[config.mk]
export PLATFORM = sky130hd
export DESIGN_NAME = sync_decoder
export DESIGN_NICKNAME = d
export VERILOG_FILES = /design/src/rtl/display_timing_pkg.sv /design/src/rtl/edge_sync.sv /design/src/rtl/sync_decoder.sv
export SDC_FILE = /design/constraint.sdc
export NUM_CORES = 1
export LEC_CHECK = 0
export ABC_AREA = 0
export CAP_MARGIN = 20
export CELL_PAD_IN_SITES_DETAIL_PLACEMENT = 0
export CELL_PAD_IN_SITES_GLOBAL_PLACEMENT = 1
export CORE_ASPECT_RATIO = 2
export CORE_UTILIZATION = 25
export CTS_CLUSTER_DIAMETER = 150
export CTS_CLUSTER_SIZE = 40
export DETAILED_ROUTE_END_ITERATION = 7
export DONT_BUFFER_PORTS = 1
export GPL_TIMING_DRIVEN = 0
export PLACE_DENSITY = 0.51
export REMOVE_ABC_BUFFERS = 1
export SLEW_MARGIN = 0
export SYNTH_ARGS = -nofsm -noshare
export SYNTH_HDL_FRONTEND = slang
export SYNTH_SLANG_ARGS = --single-unit
[constraint.sdc]
create_clock -name in_main_clock -period 2.81 [get_ports in_main_clock]
set_clock_uncertainty 0.05 [all_clocks]
set_input_delay 0.1405 -clock in_main_clock [delete_from_list [all_inputs] [get_ports in_main_clock]]
set_output_delay 0.1405 -clock in_main_clock [all_outputs]
set_load 0.005 [all_outputs]
[src/rtl/display_timing_pkg.sv]
// Shared display timing constants and lock-state encoding.
// The timing generator and sync_decoder use the same constants.
package display_timing_pkg;

  localparam int H_ACTIVE_DEFAULT = 320;
  localparam int V_ACTIVE_DEFAULT = 256;
  localparam int COORD_W          = 9;

  typedef enum logic [1:0] {
    SEEK    = 2'd0,
    MEASURE = 2'd1,
    LOCKED  = 2'd2
  } lock_state_e;

  // Coordinate and line counters stick at all-ones instead of wrapping.
  function automatic logic [COORD_W-1:0] sat_inc(input logic [COORD_W-1:0] v);
    return (&v) ? v : v + 1'b1;
  endfunction

endpackage

[src/rtl/edge_sync.sv]
// Two-flop synchronizer followed by an edge-detect flop.
// en_i gates the edge flop, so rise/fall compare against the last enabled sample.
module edge_sync (
  input  logic clk_i,
  input  logic rst_ni,
  input  logic en_i,
  input  logic d_i,
  output logic level_o,
  output logic rise_o,
  output logic fall_o
);

  logic meta_q;
  logic sync_q;
  logic prev_q;

  always_ff @(posedge clk_i or negedge rst_ni) begin
    if (!rst_ni) begin
      meta_q <= 1'b0;
      sync_q <= 1'b0;
      prev_q <= 1'b0;
    end else begin
      meta_q <= d_i;
      sync_q <= meta_q;
      if (en_i) prev_q <= sync_q;
    end
  end

  assign level_o = sync_q;
  assign rise_o  = sync_q & ~prev_q;
  assign fall_o  = prev_q & ~sync_q;

endmodule

[src/rtl/sync_decoder.sv]
// Recovers pixel strobes, X/Y coordinates and frame lock from a display timing stream.
//   state   | meaning
//   SEEK    | waiting for a VS rising edge to start measuring
//   MEASURE | counting one full frame, aborts on line error or timeout
//   LOCKED  | geometry confirmed, drops on any error
module sync_decoder
  import display_timing_pkg::*;
#(
  parameter int H_ACTIVE       = H_ACTIVE_DEFAULT,
  parameter int V_ACTIVE       = V_ACTIVE_DEFAULT,
  parameter int TIMEOUT_CYCLES = 64
) (
  input  logic               in_main_clock,
  input  logic               in_reset_n,
  input  logic               in_display_clock,
  input  logic               in_display_hs,
  input  logic               in_display_vs,
  output logic               out_pixel_valid,
  output logic [COORD_W-1:0] out_coord_x,
  output logic [COORD_W-1:0] out_coord_y,
  output logic               out_locked,
  output logic [COORD_W-1:0] out_line_length,
  output logic [COORD_W-1:0] out_frame_lines,
  output logic               out_error
);

  localparam int                 WD_W     = $clog2(TIMEOUT_CYCLES + 1);
  localparam logic [WD_W-1:0]    WD_LIMIT = WD_W'(TIMEOUT_CYCLES);
  localparam logic [COORD_W-1:0] H_EXP    = COORD_W'(H_ACTIVE);
  localparam logic [COORD_W-1:0] V_EXP    = COORD_W'(V_ACTIVE);

  logic strobe;
  logic dclk_level_unused, dclk_fall_unused, hs_rise_unused;
  logic hs, hs_fall_s, vs, vs_rise_s, vs_fall_s;

  edge_sync u_clk_sync (
    .clk_i  (in_main_clock),
    .rst_ni (in_reset_n),
    .en_i   (1'b1),
    .d_i    (in_display_clock),
    .level_o(dclk_level_unused),
    .rise_o (strobe),
    .fall_o (dclk_fall_unused)
  );

  // HS/VS edge flops advance only on strobes: edges are strobe-to-strobe.
  edge_sync u_hs_sync (
    .clk_i  (in_main_clock),
    .rst_ni (in_reset_n),
    .en_i   (strobe),
    .d_i    (in_display_hs),
    .level_o(hs),
    .rise_o (hs_rise_unused),
    .fall_o (hs_fall_s)
  );

  edge_sync u_vs_sync (
    .clk_i  (in_main_clock),
    .rst_ni (in_reset_n),
    .en_i   (strobe),
    .d_i    (in_display_vs),
    .level_o(vs),
    .rise_o (vs_rise_s),
    .fall_o (vs_fall_s)
  );

  logic               hs_fall, vs_rise, vs_fall, pix_hit;
  logic [COORD_W-1:0] x_q, x_d, y_q, y_d, frame_total;
  logic [WD_W-1:0]    wd_q, wd_d;
  logic               line_err, frame_err, timeout;

  logic               pixel_valid_q, error_q, locked_q;
  logic [COORD_W-1:0] coord_x_q, coord_y_q, line_length_q, frame_lines_q;
  lock_state_e        state_q;

  assign hs_fall = strobe & hs_fall_s;
  assign vs_rise = strobe & vs_rise_s;
  assign vs_fall = strobe & vs_fall_s;
  assign pix_hit = strobe & hs & vs;

  // A line ending on the same strobe as the frame still belongs to that frame.
  assign frame_total = hs_fall ? sat_inc(y_q) : y_q;

  always_comb begin
    x_d       = x_q;
    y_d       = y_q;
    wd_d      = wd_q;
    line_err  = 1'b0;
    frame_err = 1'b0;
    timeout   = 1'b0;
    if (strobe) begin
      wd_d = '0;
      x_d  = hs ? sat_inc(x_q) : '0;
      if (hs_fall && vs) begin
        y_d      = sat_inc(y_q);
        line_err = (x_q != H_EXP);
      end
      if (!vs) y_d = '0;
      if (vs_fall) frame_err = (frame_total != V_EXP);
    end else if (wd_q != WD_LIMIT) begin
      wd_d    = wd_q + 1'b1;
      timeout = (wd_d == WD_LIMIT);
    end
  end

  always_ff @(posedge in_main_clock or negedge in_reset_n) begin
    if (!in_reset_n) begin
      x_q           <= '0;
      y_q           <= '0;
      wd_q          <= '0;
      pixel_valid_q <= 1'b0;
      coord_x_q     <= '0;
      coord_y_q     <= '0;
      line_length_q <= '0;
      frame_lines_q <= '0;
      error_q       <= 1'b0;
    end else begin
      x_q           <= x_d;
      y_q           <= y_d;
      wd_q          <= wd_d;
      pixel_valid_q <= pix_hit;
      if (pix_hit) begin
        coord_x_q <= x_q;
        coord_y_q <= y_q;
      end
      if (hs_fall) line_length_q <= x_q;
      if (vs_fall) frame_lines_q <= frame_total;
      error_q <= line_err | frame_err | timeout;
    end
  end

  always_ff @(posedge in_main_clock or negedge in_reset_n) begin
    if (!in_reset_n) begin
      state_q  <= SEEK;
      locked_q <= 1'b0;
    end else begin
      case (state_q)
        SEEK: begin
          locked_q <= 1'b0;
          if (vs_rise) state_q <= MEASURE;
        end
        MEASURE: begin
          if (line_err || timeout) begin
            state_q  <= SEEK;
            locked_q <= 1'b0;
          end else if (vs_fall && !frame_err) begin
            state_q  <= LOCKED;
            locked_q <= 1'b1;
          end
        end
        LOCKED: begin
          if (line_err || frame_err || timeout) begin
            state_q  <= SEEK;
            locked_q <= 1'b0;
          end
        end
        default: begin
          state_q  <= SEEK;
          locked_q <= 1'b0;
        end
      endcase
    end
  end

  assign out_pixel_valid = pixel_valid_q;
  assign out_coord_x     = coord_x_q;
  assign out_coord_y     = coord_y_q;
  assign out_locked      = locked_q;
  assign out_line_length = line_length_q;
  assign out_frame_lines = frame_lines_q;
  assign out_error       = error_q;

endmodule

* Yosys cells after proc, flatten, opt, wreduce, memory -nomap -nowiden *
Cells that the tools add are included.
W data, S select, Z words.

word-level totals
  memory bits (writable) = 0
  input bits = 5
  register bits = 75
  memories kept = 0
  output and inout bits = 39
  bits in latches = 0
  memory bits (read-only) = 0

operators by class
  bitwise gates (word level) = 15
  mux-type cells = 23
  shift-type cells = 0
  div/mod/pow operators = 0
  reductions and logical operators = 14
  multiply operators = 0
  magnitude comparators = 0
  eq/ne operators = 11
  $add $sub $neg = 3

operators by type and width
  kind                   count
  $mux W9                6
  $add A9 B1 Y9 const B  2
  $ne A9 B9 Y1 const B   2
  $reduce_and A9 Y1      2
  $mux W7                2
  $and A1 B1 Y1          9
  $mux W1                9
  $mux W2                4
  $ne A2 B2 Y1 const B   4
  $add A7 B1 Y7 const B  1
  $eq A7 B7 Y1 const B   1
  $ne A7 B7 Y1 const B   1
  $pmux W2 S3            1
  $reduce_and A2 Y1      3
  $not A1 Y1             4
  $logic_or A1 B1 Y1     3
  $ne A3 B3 Y1 const B   1
  $reduce_and A3 Y1      1
  $eq A2 B1 Y1 const B   1
  $eq A2 B2 Y1 const B   1
  $logic_and A1 B1 Y1    2
  $logic_not A2 Y1       1
  $or A1 B1 Y1           2
  $pmux W1 S2            1
  2 further kinds        2

* Longest topological paths before layout *
  word-level depth = 12
  mapped depth = 10
  gate-level depth less buffers = 9

* Modules after synthesis *
From an unflattened synthesis, not the netlist that was laid out.

unflattened totals
  cells, all modules = 348
  area, all modules = 3603.5 um2

modules (own cells, without submodules)
  module        area each (um2)  seq. area each (um2)  instances  cells each
  sync_decoder  3295.7           1651.6                1          330
  edge_sync     102.6            75.1                  3          6

* Least setup slack after synthesis *
OpenSTA, ideal clock, no wires.

  path kind = flip-flop to flip-flop
  from = register x_q[4]
  to = register x_q[6]
  stages on the path, launching flop included = 10
  setup slack = 792 ps
  clock period less this slack = 2018 ps
  buffers on the path = 2
  setup time = 121 ps
  arrival = 1847 ps
  cell sequence = dfrtp_1 -> clkbuf_1 -> nand4_1 -> nor2_1 -> ha_1 -> clkbuf_1 -> nor2_1 -> nand4_1 -> mux2_2 -> a22o_1

between the ends
  longest elaborated chain between the ends = 3
  elaborated cells on any way between the ends = 6
  classes of those cells = add/sub (1); eq/ne (1); mux (2); reduce/logical (2)

RTL lines
  what                                                line                      source
  start, declared                                     sync_decoder.sv:68        logic [COORD_W-1:0] x_q, x_d, y_q, y_d, frame_total;
  start signal, assigned                              sync_decoder.sv:108       x_q <= '0;
  start signal, assigned                              sync_decoder.sv:118       x_q <= x_d;
  $add A9 B1 Y9 or $reduce_and A9 Y1 (tied branches)  display_timing_pkg.sv:17  return (&v) ? v : v + 1'b1;
  $mux W9 or $ne A2 B2 Y1 (tied branches)             n/a
  $mux W9 or $reduce_and A2 Y1 (tied branches)        n/a

Several ways; a longest one is shown, not always the timed one. The select of a mux whose other input is x is not followed.
A chain may end at the register's enable or synchronous reset.

* Worst setup path in the final report *
  from = register u_hs_sync.sync_q, in the netlist u_hs_sync.level_o
  to = register state_q[0]

between the ends
  longest elaborated chain between the ends = 11
  elaborated cells on any way between the ends = 20
  classes of those cells = eq/ne (3); mux (7); bitwise (3); reduce/logical (7)

RTL lines
  what                                                       line                                      source
  start, declared                                            edge_sync.sv:14                           logic sync_q;
  start signal, assigned                                     edge_sync.sv:24                           sync_q <= meta_q;
  $not A1 Y1 *                                               edge_sync.sv:31                           assign fall_o = prev_q & ~sync_q;
  $and A1 B1 Y1 *                                            edge_sync.sv:31
  $and A1 B1 Y1 *                                            sync_decoder.sv:76                        assign hs_fall = strobe & hs_fall_s;
  $mux W9                                                    sync_decoder.sv:82                        assign frame_total = hs_fall ? sat_inc(y_q) : y_q;
  $ne A9 B9 Y1                                               sync_decoder.sv:99                        if (vs_fall) frame_err = (frame_total != V_EXP);
  $mux W1                                                    sync_decoder.sv:99
  $mux W1                                                    sync_decoder.sv:91                        if (strobe) begin
  $logic_not A1 Y1 or $logic_or A1 B1 Y1 (tied branches)     sync_decoder.sv:146, sync_decoder.sv:152
  $logic_and A1 B1 Y1 or $logic_or A1 B1 Y1 (tied branches)  sync_decoder.sv:146, sync_decoder.sv:152
  $ne A3 B3 Y1 (no line) or $ne A2 B2 Y1 (tied branches)     n/a
  $reduce_and A3 Y1 (no line)                                n/a
  end signal, assigned                                       sync_decoder.sv:144                       state_q <= SEEK;
  end signal, assigned                                       sync_decoder.sv:147                       state_q <= LOCKED;
  end signal, assigned                                       sync_decoder.sv:153                       state_q <= SEEK;
  end, declared                                              sync_decoder.sv:74                        lock_state_e state_q;

Mark *: on every way between the ends. The rest lies on a longest branch, timed or not.

==> metrics.txt <==
CTS tree built; fin. max-slew vios 0; critical path depth 6; die height ~170 µm; pwr dens 671 mW/mm²; gr usage total between 10% and 20%; Worst Setup Path Type register to register; Final Cycle Share 89.7%; top cells by area, synth dfrtp_1 55%, nand2_1 6.7%, mux2_2 5.6%, o21ai_0 3.7%, nor2_1 3.2%; largest family of logic cells by synthesized area simple AND/OR/NAND/NOR gates; CP max stage delay a little under 0.7 ns; Layout Utilization 29.2%; share of layout cells above drive strength 1 between 10% and 20%; clk root buf clkbuf_16; starting DRC count in detailed routing 133; Synth cell types 45; input/output buffers 0; Max Cap Viol 0; share of the synthesized area in the top cell type a little over half; vias about 2400; Via density between 4 and 5; async set-reset flop share out of synthesis between 90% and 100%; Detail Placement HPWL between 5 and 6 mm; status finished with violations; Fin Hold WS around 0.3 ns; CTS max path bufs 2; post-route ant nets 0; commonest non-fill, non-tap cell in the layout dfrtp_1; largest net degree at the start of global routing 76; first-pass GRT wire length 13.9 mm; VDD IR max ~0.00028 V; setup violators final 0; cells after synthesis between 300 and 400; H-Tree Depth 3; Synth Area in Compound Gates 10.5%; Worst Reg2Reg Path Length in Cells 6; router iterations before antenna repair 8; final hold violation count 0; crit-path cells and4bb_2, nand4b_1, o21ai_0, and4b_1, nand4_1, a31o_1; endpoint type of the worst setup path register; Hold WC Path Type primary input to asynchronous set/reset pin; Synth Area in Adders under 10%; Row Count 60; Slew HR 51.1%; Buf+Inv Stages, Crit Path 0; DR WL/cell 17.0 µm; core area around 0.013 mm²; Worst EP required between 2 and 3 ns; number of synthesized flops with an enable pin 0; Most used DFF post-synth dfrtp_1; yosys warns 0; Yosys top cell by area dfrtp_1; die area around 0.014 mm²; Initial Util about a quarter; I/O pins between 40 and 50; RSZ-0062 raised after global routing false; average size of a mapped cell 10.0 µm²; total power between 2 and 3 mW; initial antenna violation count 0; Worst path slowest cell and4bb_2; final wirelength between 8 and 9 mm; total clock sinks 75; P_leak 1.79 nW; most frequent cells in the layout 75 x dfrtp_1, 60 x nand2_1, 29 x nor2_1, 25 x o21ai_0, 17 x mux2_2; Post-route DRC 3; R2R Setup Slk between 0.2 and 0.3 ns; Mapped Area around 0.0034 mm²; Final GP Congestion 0.797; min Tclk post-route 2.52 ns; Num CTS Buffers 9; register area share after synthesis a little over half; chip width ~85 µm; ant diodes 0; Final nets 350; Seq cells post-synth 75; P&R area growth vs syn 14.6%; mux contribution to synthesized area between 6 and 7%; arrival time worst endpoint 2.70 ns; Critical Path Fanout Max 21; gr ovfl total 0; XOR/XNOR Fraction of Synth Area roughly 2.8%; measured slew at the worst slew-check pin 0.731 ns; failing checks DRC; Top delay family on crit path simple AND/OR/NAND/NOR gates; Placed Cells ~480; CP Launch Type register; Fmax just under 400 MHz; Synth Area in Simple Gates a little under 20%; Clk Latency, worst-skew pair 0.34 ns; Reg clk slew, reported paths about 0.06 ns; Non-Filler Instances around 500; number of global-route vias before repair between 2000 and 3000; post-CTS setup buffer count 0
[final timing paths]
path,to,startpoint
hold / removal,out_error,in_reset_n
max in group asynchronous,out_pixel_valid,in_reset_n
setup reg to reg,state_q[0],u_hs_sync.level_o
hold reg to reg,u_clk_sync.level_o,u_clk_sync.meta_q
min in group in_main_clock,u_clk_sync.level_o,u_clk_sync.meta_q
setup / recovery,state_q[0],u_hs_sync.level_o
[repair_timing]
item | in CTS | in global routing
setup endpoints to repair | 4 | 4
resized for setup | 2 | 2
endpoints found under the hold margin | 78 | 0
hold buffers | 5 | 0
[worst reg2reg max path: stages (launching register included)]
cell,delay [ns]
dfrtp_1,0.49
and4bb_2,0.69
nand4b_1,0.15
o21ai_0,0.33
and4b_1,0.31
nand4_1,0.14
a31o_1,0.25
[where the power goes]
part           internal [mW]  leakage, nW  switching [mW]  total (mW)
Sequential              1.17         1.01           0.111        1.29
Combinational          0.118        0.656           0.142       0.260
Clock                  0.624        0.128           0.462        1.09
Total                   1.92         1.79           0.715        2.63
[registers in the layout (all words and copies together) (netlist names), 2 cells and up]
signal and count:
out_coord_x 9, out_coord_y 9, out_frame_lines 9, out_line_length 9, x_q 9, y_q 9, wd_q 7, state_q 2
[routing by layer]
metal | track usage (%) | part of all wire [%]
met1 | 13.1 | 37
met4 | 5.82 | 2.3
met5 | 0 | 0
met2 | 25.3 | 58
met3 | 2.61 | 2.7
[stage by stage]
stage	setup TNS, ns	worst slack, ns	cell area [µm²]
CTS	0	0.00374	3920
finish	0	0.291	3920
global route	0	0.0907	3920
detailed placement	-0.833	-0.292	3560
floorplan	0	0.592	3340
global placement	-2.79	-0.302	3530
[synth_stat cells (2+ instances only)]
cell type and number:
inv_1 9, clkbuf_1 18, ha_1 7, nand2_1 61, dfrtp_1 75, nor2b_1 4, nand4_1 9, and3_1 4
o31ai_1 2, mux2i_1 3, o211ai_1 2, xor2_1 4, a22o_1 3, nor4_1 2, mux2_2 17, nor2_1 29
and4_1 2, a31oi_1 3, or3_1 3, a21oi_1 10, nor3_1 6, nand2b_1 5, o22ai_1 4, nand3_1 7
o21ai_0 25, a21o_1 2, xnor2_1 7
[layout make-up]
type                            count  area, µm²
Sequential cell                    75       1880
Tap cell                          155        194
Inverter                            9       33.8
Multi-Input combinational cell    237       1440
Fill cell                        1420       9520
Clock buffer                       11        243
Clock inverter                      5       36.3
Timing Repair Buffer                6       95.1
[cells by family (layout without fill, tap and decap cells)]
| group | Yosys count | after routing |
|---|---|---|
| buf+inv | 29 | 31 |
| simple gates | 140 | 140 |
| xor+xnor | 11 | 11 |
| fa+ha+maj | 7 | 7 |
| mux | 20 | 20 |
| compound gates | 59 | 59 |
| flops | 75 | 75 |
(Power assumes the default switching activity.)
